==> src/rtl/pc_sequencer.sv <==
// Next-PC controller for the fetch stage: sequential fetch, EX redirects and exception entry.
// A redirect that arrives during an I-cache miss is held in PEND and applied when the miss releases.
module pc_sequencer #(
  parameter logic [31:0] EXC_VECTOR = 32'h0000_1000,
  parameter int          CNT_W      = 16
) (
  input  logic             clk,
  input  logic             rst,
  input  logic [31:0]      pc_cur,
  input  logic             icache_stall,
  input  logic             hazard_stall,
  input  logic             br_taken,
  input  logic [31:0]      br_target,
  input  logic             exc_req,
  input  logic             perf_clr,
  output logic [31:0]      pc_next,
  output logic             pc_we,
  output logic             pc_lock,
  output logic             if_flush,
  output logic             redirect_pending,
  output logic [CNT_W-1:0] stall_cycles
);

  typedef enum logic {RUN = 1'b0, PEND = 1'b1} state_t;

  state_t      state, state_nxt;
  logic [31:0] pend_target;
  logic        pend_is_exc;
  logic        redir;
  logic [31:0] redir_target;
  logic [31:0] pc_seq;
  logic        capture;
  logic        upgrade;

  assign redir        = exc_req | br_taken;
  assign redir_target = exc_req ? EXC_VECTOR : {br_target[31:2], 2'b00};
  assign pc_seq       = pc_cur + 32'd4;

  // A pending branch yields to a later exception; a pending exception is never displaced.
  assign capture = (state == RUN)  && icache_stall && redir;
  assign upgrade = (state == PEND) && icache_stall && exc_req && !pend_is_exc;

  always_ff @(posedge clk or posedge rst) begin
    if (rst) state <= RUN;
    else     state <= state_nxt;
  end

  always_comb begin
    state_nxt = state;
    case (state)
      RUN:  if (capture)       state_nxt = PEND;
      PEND: if (!icache_stall) state_nxt = RUN;
      default:                 state_nxt = RUN;
    endcase
  end

  always_comb begin
    pc_next  = pc_seq;
    pc_we    = 1'b0;
    pc_lock  = 1'b0;
    if_flush = 1'b0;
    case (state)
      RUN: begin
        if (icache_stall) begin
          pc_lock = 1'b1;
        end else if (redir) begin
          pc_next  = redir_target;
          pc_we    = 1'b1;
          if_flush = 1'b1;
        end else if (hazard_stall) begin
          pc_lock = 1'b1;
        end else begin
          pc_we = 1'b1;
        end
      end
      PEND: begin
        if (icache_stall) begin
          pc_lock = 1'b1;
        end else begin
          pc_next  = exc_req ? EXC_VECTOR : pend_target;
          pc_we    = 1'b1;
          if_flush = 1'b1;
        end
      end
      default: pc_lock = 1'b1;
    endcase
  end

  assign redirect_pending = (state == PEND);

  always_ff @(posedge clk or posedge rst) begin
    if (rst) begin
      pend_target <= 32'd0;
      pend_is_exc <= 1'b0;
    end else if (capture) begin
      pend_target <= redir_target;
      pend_is_exc <= exc_req;
    end else if (upgrade) begin
      pend_target <= EXC_VECTOR;
      pend_is_exc <= 1'b1;
    end
  end

  always_ff @(posedge clk or posedge rst) begin
    if (rst)                               stall_cycles <= '0;
    else if (perf_clr)                     stall_cycles <= '0;
    else if (pc_lock && stall_cycles != '1) stall_cycles <= stall_cycles + 1'b1;
  end

endmodule

==> config.mk <==
export PLATFORM = sky130hd
export DESIGN_NAME = pc_sequencer
export DESIGN_NICKNAME = d
export VERILOG_FILES = /design/src/rtl/pc_sequencer.sv
export SDC_FILE = /design/constraint.sdc
export NUM_CORES = 1
export LEC_CHECK = 0
export BUFFER_PORTS_ARGS = -buffer_cell sky130_fd_sc_hd__clkbuf_2
export CORE_ASPECT_RATIO = 1.4
export CORE_UTILIZATION = 25
export CTS_BUF_LIST = sky130_fd_sc_hd__clkbuf_8
export DETAILED_ROUTE_END_ITERATION = 10
export PLACE_DENSITY_LB_ADDON = 0.1
export SYNTH_ARGS = -nofsm -noshare
export SYNTH_HDL_FRONTEND = slang
export SYNTH_SLANG_ARGS = --single-unit
==> constraint.sdc <==
create_clock -name clk -period 3.6 [get_ports clk]
set_clock_uncertainty 0.2 [all_clocks]
set_input_delay 0.72 -clock clk [delete_from_list [all_inputs] [get_ports clk]]
set_output_delay 0.72 -clock clk [all_outputs]
set_load 0.05 [all_outputs]
# After elaboration in Yosys (flattened, before gate mapping)

Index checks and enable logic that the tools add are counted.

$add $sub $neg: 2
Equality and inequality tests: 1
Mux-type cells: 27
Bitwise gates (word level): 2
Reduce and logical (&&, ||, !) cells: 9

Operators by type and width:

| kind                  | count |
|---|---|
| $mux 32               | 7 |
| $pmux 32 s2           | 1 |
| $add 32x3->32 const B | 1 |
| $mux 16               | 2 |
| $add 16x1->16 const B | 1 |
| $ne 16x16->1 const B  | 1 |
| $mux 1                | 13 |
| $pmux 1 s2            | 4 |
| $logic_and 1x1->1     | 6 |
| $reduce_bool 2->1     | 2 |
| $logic_not 1->1       | 1 |
| $not 1->1             | 1 |
| $or 1x1->1            | 1 |

Bits in registers: 50
Input port bits: 71
Output and inout bits: 52
Logic and storage cells: 45

# Depth between registers and ports, before layout

Gate-level depths: netlist (run 1).

Depth in word-level cells: 7
Gate-level depth with buffers: 8
Gate-level depth less buffers: 5

# Least setup slack after synthesis (run 1)

No wires, ideal clock.

Path kind: input to output
Start point: input pc_cur[2]
End point: output pc_next[28]
Arrival time: 2.961 ns
Data required time: 2.680 ns
Path slack: -0.281 ns
Stages on the path: 6
Buffers on the path: 1
Path through: ha_1 nand3_1 or4_4 buf_6 or3_1 o221ai_1

Longest elaborated chain between the ends: 4
Elaborated cells on any way between the ends: 5
Those cells by class: add/sub (1); mux (4)

Ends and longest elaborated chain:

| element            | RTL line | text |
|---|---|---|
| start: declaration | 9        | `input logic [31:0] pc_cur,` |
| $add 32x3->32 *    | 37       | `assign pc_seq = pc_cur + 32'd4;` |
| $mux 32            | 66       | `end else if (redir) begin` |
| $mux 32            | 64       | `if (icache_stall) begin` |
| $pmux 32 s2 *      | 62       | `case (state)` |
| end: declaration   | 16       | `output logic [31:0] pc_next,` |

Every way passes the cells marked *; elsewhere a longest branch is shown, timed or not.

# Final worst setup path (run 1)

Start point: input pc_cur[2]
End point: output pc_next[26]

The elaborated chain is that of the path after synthesis.

==> flow_summary.yaml, run 1 <==
timing:
  final_hold_viol_count: 0
  finalWorstSetupSlack_ns: 0.0911
  tightestPinTransition_ns: 0.847
  setup_violations: 0
  finalMaxSlewViolations: 0
  hold_ws_ns: 0.273
  min_period_ns: 3.51
  setup_tns_ns: 0
  fmax_mhz: 285
  fin_crit_sh: 0.975
  slew_headroom: 0.430
finish:
  multi_input_comb_area_mm2: 0.00217
  final_nets: 582
  postLayoutCellArea_mm2: 0.00465
  final_common_cell: "clkbuf_2"
  utilization: 0.349
  stdcell_count: 692
  n_fill_cell: 1413
  insertedDiodeCount: 0
  synthToLayoutAreaGrowth_pct: 37.0
  mostFrequentLayoutCells: "112 x clkbuf_2, 48 x dfrtp_1, 33 x a22o_1, 32 x buf_4, 27 x a22oi_1"
  seq_area_mm2: 0.00120
  drive_above_1_share: 0.361
global_route:
  antenna_found_initial: 0
  grt_max_degree: 32
  grt_usage: 0.178
  grt_overflow: 0
  grt_pass1_wl_um: 19600
  grt_pass1_vias: 3611
logic_synthesis:
  yosysWarningCount: 0
  synth_flop_cell: "dfrtp_1"
  yosysTopAreaCell: "dfrtp_1"
  syn-num-nets: 454
  synth_area_leaders: "dfrtp_1 35%, a22o_1 8.5%, a22oi_1 6.0%, or4_1 4.2%, o211ai_1 2.9%"
  ys_seq_elements: 48
  synth_top_area_frac: 0.354
  synth_async_sr_flop_share: 1.00
  syn_inst: 381
  netlist_area_mm2: 0.00339
  ys_types: 53
  yosysSeqAreaShare: 0.354
  avgSynthCellArea_um2: 8.91
  synth_edf_count: 0
routing:
  vias: 3724
  wl_um: 12300
  drt_iter0_drc: 130
  vias_per_cell: 5.38
  antenna_left: 0
  drc_errors: 0
  first_pass_iters: 4
  wl_per_cell_um: 17.8
critical_path:
  critPathLaunch: "pc_cur[2]"
  reg2reg_to: "stall_cycles[10]"
  crit_type: "in -> out"
  endpoint: "pc_next[26]"
  reg2regPathDepth: 5
  cp_max_fo: 14
  crit_path_start_kind: "input port"
  reg2reg_slack_ns: 1.16
  required_ns: 2.68
  timing.rr.start: "redirect_pending"
  cp-end-kind: "primary output"
  crit_arrival_ns: 2.59
clock_network:
  root_buffer: "clkbuf_8"
  h-tree-depth: 2
  numCtsBuffers: 5
  clockBufferDepth: 2
  insertion_delay_ns: 0.32
  clock_sink_count: 48
  cts_tree: "built"
  clk_pin_slew_ns: 0.10
  holdBufCountCts: 0
pwr:
  power.leakage_nw: 1.94
  power_frac_seq: 0.396
  p_per_area_mw_per_mm2: 322
  clkPwrFrac: 0.282
  p_switching_mw: 0.550
  comb_power_share: 0.322
  p_sw_frac: 0.367
  p_int_mw: 0.948
  p_total_mw: 1.50
  ir_drop_uv: 136
floorplan:
  ioPinCount: 123
  rows: 50
  die_w_um: 100
  start_util: 0.255
  dieArea_mm2: 0.0141
  core-area_mm2: 0.0133
  die_y_um: 140
place:
  port_buffers: 120
  hpwl_um: 9430
  gp_congestion: 0.824
  placed_cells: 684
  pre_cts_slack_ns: 0.0155
  dpl_cell_area_mm2: 0.00452
hold_path:
  hold_path_class: "in -> async"
run_status:
  outcome: "complete, no violations"
flow_run:
  max_cap_violations: 0
## area by class of cell
| class | count | share of cell area |
|---|---|---|
| tap | 182 | 0.0490 |
| multi-input combinational | 293 | 0.467 |
| clock buffer | 5 | 0.0148 |
| clock inverter | 3 | 0.0102 |
| timing repair buffer | 150 | 0.192 |
| inverter | 11 | 0.00888 |
| sequential | 48 | 0.258 |
## logic make-up (layout without fill, tap and decap cells)
group,after synthesis,after routing,share of synthesized area
XOR/XNOR,14,14,0.0361
buffers and inverters,40,169,0.0494
multiplexers,1,1,0.00332
adder cells (fa/ha/maj),2,2,0.00737
AO/OA/AOI/OAI,143,143,0.315
AND/OR/NAND/NOR,133,133,0.235
flip-flops,48,48,0.354
## registers in the layout, indices dropped and copies added (netlist names)
name              cells
pend_is_exc           1
pend_target          30
redirect_pending      1
stall_cycles         16
## cells in the mapped netlist (all sizes together) (2+ instances only)
cell type and n:
clkbuf 21, o22ai 15, o21ai 8, and2 5, nand3 18, xor2 4
and4 3, inv 10, nand2 19, xnor2 10, a22oi 27, o311ai 3
a22o 33, o31ai 11, nor2 15, dfrtp 48, nor3 7, ha 2
or4 21, o311a 2, nor4 5, o211ai 13, nor2b 3, a221o 2
buf 8, and3 2, a21o 3, or2 3, nand4 13, a21oi 15
or3 9, o221ai 7, nand2b 6
## metal layers
metal	part of all wire	wire, um	up-vias	GRT usage
met5	0	0	-	0
met4	0.019	230	0	0.0542
met3	0.050	613	13	0.0326
met2	0.52	6420	101	0.314
met1	0.41	5060	1828	0.217
li1	-	-	1782	-
## worst min-delay path by stage
stage | startpoint | endpoint | slack (ns) | depth (start not counted)
global placement | pend_target[12] | pend_target[12] | 0.27 | 2
finish | rst | pend_target[11] | 0.27 | 2
CTS | rst | pend_target[10] | 0.31 | 2
global route | pend_is_exc | pend_is_exc | 0.32 | 1
detailed placement | pend_target[24] | pend_target[24] | 0.28 | 1
floorplan | pend_target[12] | pend_target[12] | 0.26 | 2
## power by group through the flow
stage / clock (mW) / combinational [mW] / sequential [mW]
3_3_place_gp: 0 / 0.483 / 0.602
6_report: 0.422 / 0.483 / 0.593
5_1_grt: 0.457 / 0.520 / 0.597
2_1_floorplan: 0 / 0.306 / 0.607
4_1_cts: 0.438 / 0.486 / 0.593
3_5_place_dp: 0 / 0.485 / 0.602
## worst max-delay path: stages
cell and delay [ns]:
clkbuf_2 0.09, ha_1 0.16, nand3_1 0.11, or4_4 0.63, o311a_1 0.38, a221o_1 0.27, buf_2 0.22
## repair_timing
action / in CTS / in global routing
setup buffers: 0 / 0
hold endpoints to repair: 0 / 0
setup endpoints to repair: 0 / 6
resized for setup: 0 / 13
(Power assumes the default switching activity.)
==> run 2: changes to the inputs <==
CORE_MARGIN = 5   (was not set)
GPL_ROUTABILITY_DRIVEN = 0   (was not set)
clock period = 3.5 ns   (was 3.6 ns; I/O delays follow)
==> flow_summary.yaml, run 2 (synthesized netlist as in run 1, its figures left out) <==
routing:
  wl_um: 13000
  vias: 3740
  first_pass_iters: 7
  drt_iter0_drc: 138
  drc_errors: 0
  antenna_left: 0
  vias_per_cell: 5.38
  wl_per_cell_um: 18.6
critical_path:
  cp-end-kind: "primary output"
  cp_max_fo: 13
  max_stage_delay_ns: 0.60
  required_ns: 2.60
  critical_path.slowest_cell: "or4_4"
  reg2reg_slack_ns: 1.04
  cp_cell_sequence: "clkbuf_2 -> ha_4 -> nand3_2 -> or4_4 -> o311a_1 -> a221o_1 -> buf_2"
  crit_type: "in -> out"
  crit_path_start_kind: "input port"
  crit_arrival_ns: 2.53
place:
  placed_cells: 687
  hpwl_um: 10000
  port_buffers: 120
timing:
  fin_crit_sh: 0.980
  rsz0062_at_grt: "false"
  min_period_ns: 3.43
  setup_violations: 0
  tightestPinTransition_ns: 1.02
  finalMaxSlewViolations: 0
  hold_ws_ns: 0.212
  final_hold_viol_count: 0
  slew_headroom: 0.312
  fmax_mhz: 292
global_route:
  grt_pass1_vias: 3808
  antenna_found_initial: 0
  grt_usage: 0.161
  grt_max_degree: 40
  grt_pass1_wl_um: 20600
  grt_overflow: 0
flow_run:
  max_cap_violations: 0
finish:
  reg_top3: "pend_target (30), stall_cycles (16)"
  top_register: "pend_target"
  final_common_cell: "clkbuf_2"
  seq_area_mm2: 0.00120
  drive_above_1_share: 0.376
  stdcell_count: 695
  mostFrequentLayoutCells: "108 x clkbuf_2, 48 x dfrtp_1, 35 x buf_4, 33 x a22o_1, 27 x a22oi_1"
  insertedDiodeCount: 0
  synthToLayoutAreaGrowth_pct: 39.9
  n_fill_cell: 1412
  largest_reg_flops: 30
  multi_input_comb_area_mm2: 0.00220
  final_nets: 585
clock_network:
  h-tree-depth: 2
  clock_sink_count: 48
  post_cts_buffers: 0
  numCtsBuffers: 5
  clockBufferDepth: 2
  root_buffer: "clkbuf_8"
  clk_pin_slew_ns: 0.10
  cts_tree: "built"
  insertion_delay_ns: 0.31
pwr:
  ir_drop_uv: 152
  p_per_area_mw_per_mm2: 326
  power.leakage_nw: 1.97
floorplan:
  ioPinCount: 123
  core-area_mm2: 0.0133
  dieArea_mm2: 0.0160
  start_util: 0.255
  die_w_um: 108
  rows: 50
  die_y_um: 148
hold_path:
  hold_path_class: "in -> async"
run_status:
  outcome: "complete, no violations"
run 2: layer usage:
metal / GRT usage / part of all wire / vias to the layer above
li1: - / - / 1784
met1: 0.187 / 0.39 / 1828
met2: 0.288 / 0.52 / 114
met3: 0.0380 / 0.066 / 14
met4: 0.0493 / 0.020 / 0
met5: 0 / 0 / -
run 2: path summary, 6_finish.rpt:
check                            startpoint               end  cells after the start
max in group asynchronous               rst   pend_target[28]                      3
min reg2reg                 pend_target[12]   pend_target[12]                      2
max reg2reg                redirect_pending  stall_cycles[10]                      5
min                                     rst   pend_target[18]                      2
min in group clk            pend_target[12]   pend_target[12]                      2
max                               pc_cur[2]       pc_next[26]                      7
run 2: report_power, final:
| group | total, mW | internal, mW | switching [mW] | leakage (nW) |
|---|---|---|---|---|
| Clock | 0.422 | 0.212 | 0.210 | 0.0541 |
| Combinational | 0.518 | 0.186 | 0.333 | 1.27 |
| Sequential | 0.609 | 0.588 | 0.0207 | 0.648 |
| Total | 1.55 | 0.986 | 0.563 | 1.97 |
run 2: stage by stage:
step | setup TNS [ns] | utilization | instance area, um^2 | power, mW | setup slack, ns
after global routing | 0 | 0.356 | 4750 | 1.63 | 0.0206
after global placement | -0.00550 | 0.345 | 4600 | 1.13 | -0.00550
after floorplan | 0 | - | 3550 | 0.941 | 0.0109
after CTS | 0 | 0.354 | 4710 | 1.57 | 0.00229
final | 0 | 0.356 | 4750 | 1.55 | 0.0695
after detailed placement | -0.0290 | 0.345 | 4600 | 1.14 | -0.0202
run 2: worst max-delay path, delay by kind of cell:
kind            cells  cell delay (ns)
fa+ha+maj           1             0.14
compound gates      2             0.66
buf+inv             2             0.34
simple gates        2             0.68
run 2: layout make-up:
cell class / instances / area share
timing repair buffer: 153 / 0.202
clock buffer: 5 / 0.0145
inverter: 11 / 0.00870
tap: 182 / 0.0480
multi-input combinational: 293 / 0.464
sequential: 48 / 0.253
clock inverter: 3 / 0.00896
run 2: repair_timing:
| item | 4_1_cts | 5_1_grt |
|---|---|---|
| hold buffers | 0 | 0 |
| setup endpoints to repair | 2 | 9 |
| resized for setup | 2 | 13 |
==> run 3: changes to the inputs <==
--- a/config.mk
+++ b/config.mk
@@ -9,5 +9,5 @@
 export CORE_ASPECT_RATIO = 1.4
 export CORE_MARGIN = 5
-export CORE_UTILIZATION = 25
+export CORE_UTILIZATION = 52
 export CTS_BUF_LIST = sky130_fd_sc_hd__clkbuf_8
 export DETAILED_ROUTE_END_ITERATION = 10
==> constraint.sdc (replaced) <==
create_clock -name clk -period 3.5 [get_ports clk]
set_clock_uncertainty 0.2 [all_clocks]
set_input_delay 0.7 -clock clk [delete_from_list [all_inputs] [get_ports clk]]
set_output_delay 0.7 -clock clk [all_outputs]
set_load 0.02 [all_outputs]
==> flow_summary.yaml, run 3 (synthesized netlist as in run 1, its figures left out) <==
clock_network:
  clk_pin_slew_ns: 0.09
  h-tree-depth: 2
  numCtsBuffers: 5
  insertion_delay_ns: 0.31
  root_buffer: "clkbuf_8"
  post_cts_buffers: 0
  clockBufferDepth: 2
  cts_tree: "built"
  holdBufCountCts: 0
  clock_sink_count: 48
  cts_resized: 0
critical_path:
  cp-end-kind: "primary output"
  reg2reg_to: "stall_cycles[15]"
  crit_top_cell: "clkbuf_2"
  timing.rr.start: "redirect_pending"
  crit_path_start_kind: "input port"
  reg2reg_slack_ns: 0.96
  reg2regPathDepth: 4
  cp_max_fo: 13
  crit_type: "in -> out"
  max_stage_delay_ns: 0.67
  cp_cell_sequence: "clkbuf_2 -> nand4_2 -> or4_4 -> or3_1 -> o221ai_1 -> clkbuf_2"
  required_ns: 2.60
  crit_arrival_ns: 2.56
  critical_path.slowest_cell: "or4_4"
hold_path:
  hold_path.startpoint: "pend_target[5]"
  hold-path-endpoint: "pend_target[5]"
  worstHoldPathCells: 1
  hold_path_class: "reg -> reg"
floorplan:
  core-area_mm2: 0.00630
  start_util: 0.539
  rows: 34
  die_y_um: 106
  dieArea_mm2: 0.00826
  ioPinCount: 123
  die_w_um: 78.3
finish:
  utilization: 0.667
  insertedDiodeCount: 0
  reg_top3: "pend_target (30), stall_cycles (16)"
  drive_above_1_share: 0.321
  postLayoutCellArea_mm2: 0.00420
  mostFrequentLayoutCells: "120 x clkbuf_2, 48 x dfrtp_1, 33 x a22o_1, 27 x a22oi_1"
  synthToLayoutAreaGrowth_pct: 23.8
  n_fill_cell: 568
  largest_reg_flops: 30
  top_register: "pend_target"
  final_common_cell: "clkbuf_2"
  final_nets: 568
timing:
  min_period_ns: 3.46
  rsz0062_at_grt: "false"
  fmax_mhz: 289
  fin_crit_sh: 0.989
  finalMaxSlewViolations: 0
  setup_tns_ns: 0
  tightestPinTransition_ns: 1.11
  final_hold_viol_count: 0
  setup_violations: 0
  slew_headroom: 0.256
place:
  hpwl_um: 7620
  dpl_cell_area_mm2: 0.00409
  port_buffers: 120
global_route:
  gr-usage-met3: 0.0546
  grtUsageMet2: 0.445
  grt_pass1_vias: 3545
  grt_overflow: 0
  busiest_layer: "met2"
  grt_max_degree: 49
  grt_usage: 0.247
  antenna_found_initial: 0
  grt_pass1_wl_um: 16800
  use_met1: 0.287
routing:
  vias: 3685
  wl_per_cell_um: 18.3
  drc_errors: 0
  wl_um: 10400
  antenna_left: 0
  vias_per_cell: 6.49
  first_pass_iters: 5
  drt_iter0_drc: 265
run_status:
  outcome: "complete, no violations"
pwr:
  ir_drop_uv: 192
  p_per_area_mw_per_mm2: 330
  power.leakage_nw: 1.84
flow_run:
  max_cap_violations: 0
[run 3: worst max path at each step]
stage,to,from,slack [ns],depth (start not counted)
finish,pc_next[27],pc_cur[13],0.04,6
CTS,pc_next[22],pc_cur[2],0.04,7
detailed placement,pc_next[22],pc_cur[2],0.04,7
global placement,pc_next[28],pc_cur[2],0.07,7
floorplan,pc_next[28],pc_cur[2],0.07,6
global route,pc_next[24],pc_cur[4],0.02,6
[run 3: metal layers]
metal	vias to the layer above	share of wire
li1	1752	-
met1	1784	0.39
met2	137	0.53
met3	12	0.067
met4	0	0.014
met5	-	0
[run 3: critical path, delay by kind of cell]
kind | cells | cell delay (ns)
AO/OA/AOI/OAI | 1 | 0.26
AND/OR/NAND/NOR | 3 | 1.22
buffers and inverters | 2 | 0.37
[run 3: area by class of cell]
class	instances	area (um^2)	share of cell area
repair buffers	136	721	0.172
inverters	11	41.3	0.00983
multi-input cells	293	2030	0.484
clock inverters	3	46.3	0.0110
clock buffers	5	68.8	0.0164
well taps	72	90.1	0.0214
flip-flops and latches	48	1200	0.286
[run 3: power by group]
group          internal [mW]  switching [mW]
Sequential             0.588          0.0233
Clock                  0.215           0.203
Combinational          0.141           0.214
Total                  0.945           0.441
[run 3: per-stage QoR]
stage / power (mW) / setup slack [ns] / hold WS (ns) / instances
2_1_floorplan: 0.829 / 0.0709 / 0.256 / 381
3_3_place_gp: 0.969 / 0.0722 / 0.269 / 560
3_5_place_dp: 0.975 / 0.0450 / 0.285 / 560
4_1_cts: 1.39 / 0.0449 / 0.311 / 568
5_1_grt: 1.45 / 0.0173 / 0.319 / 568
6_report: 1.39 / 0.0379 / 0.307 / 568
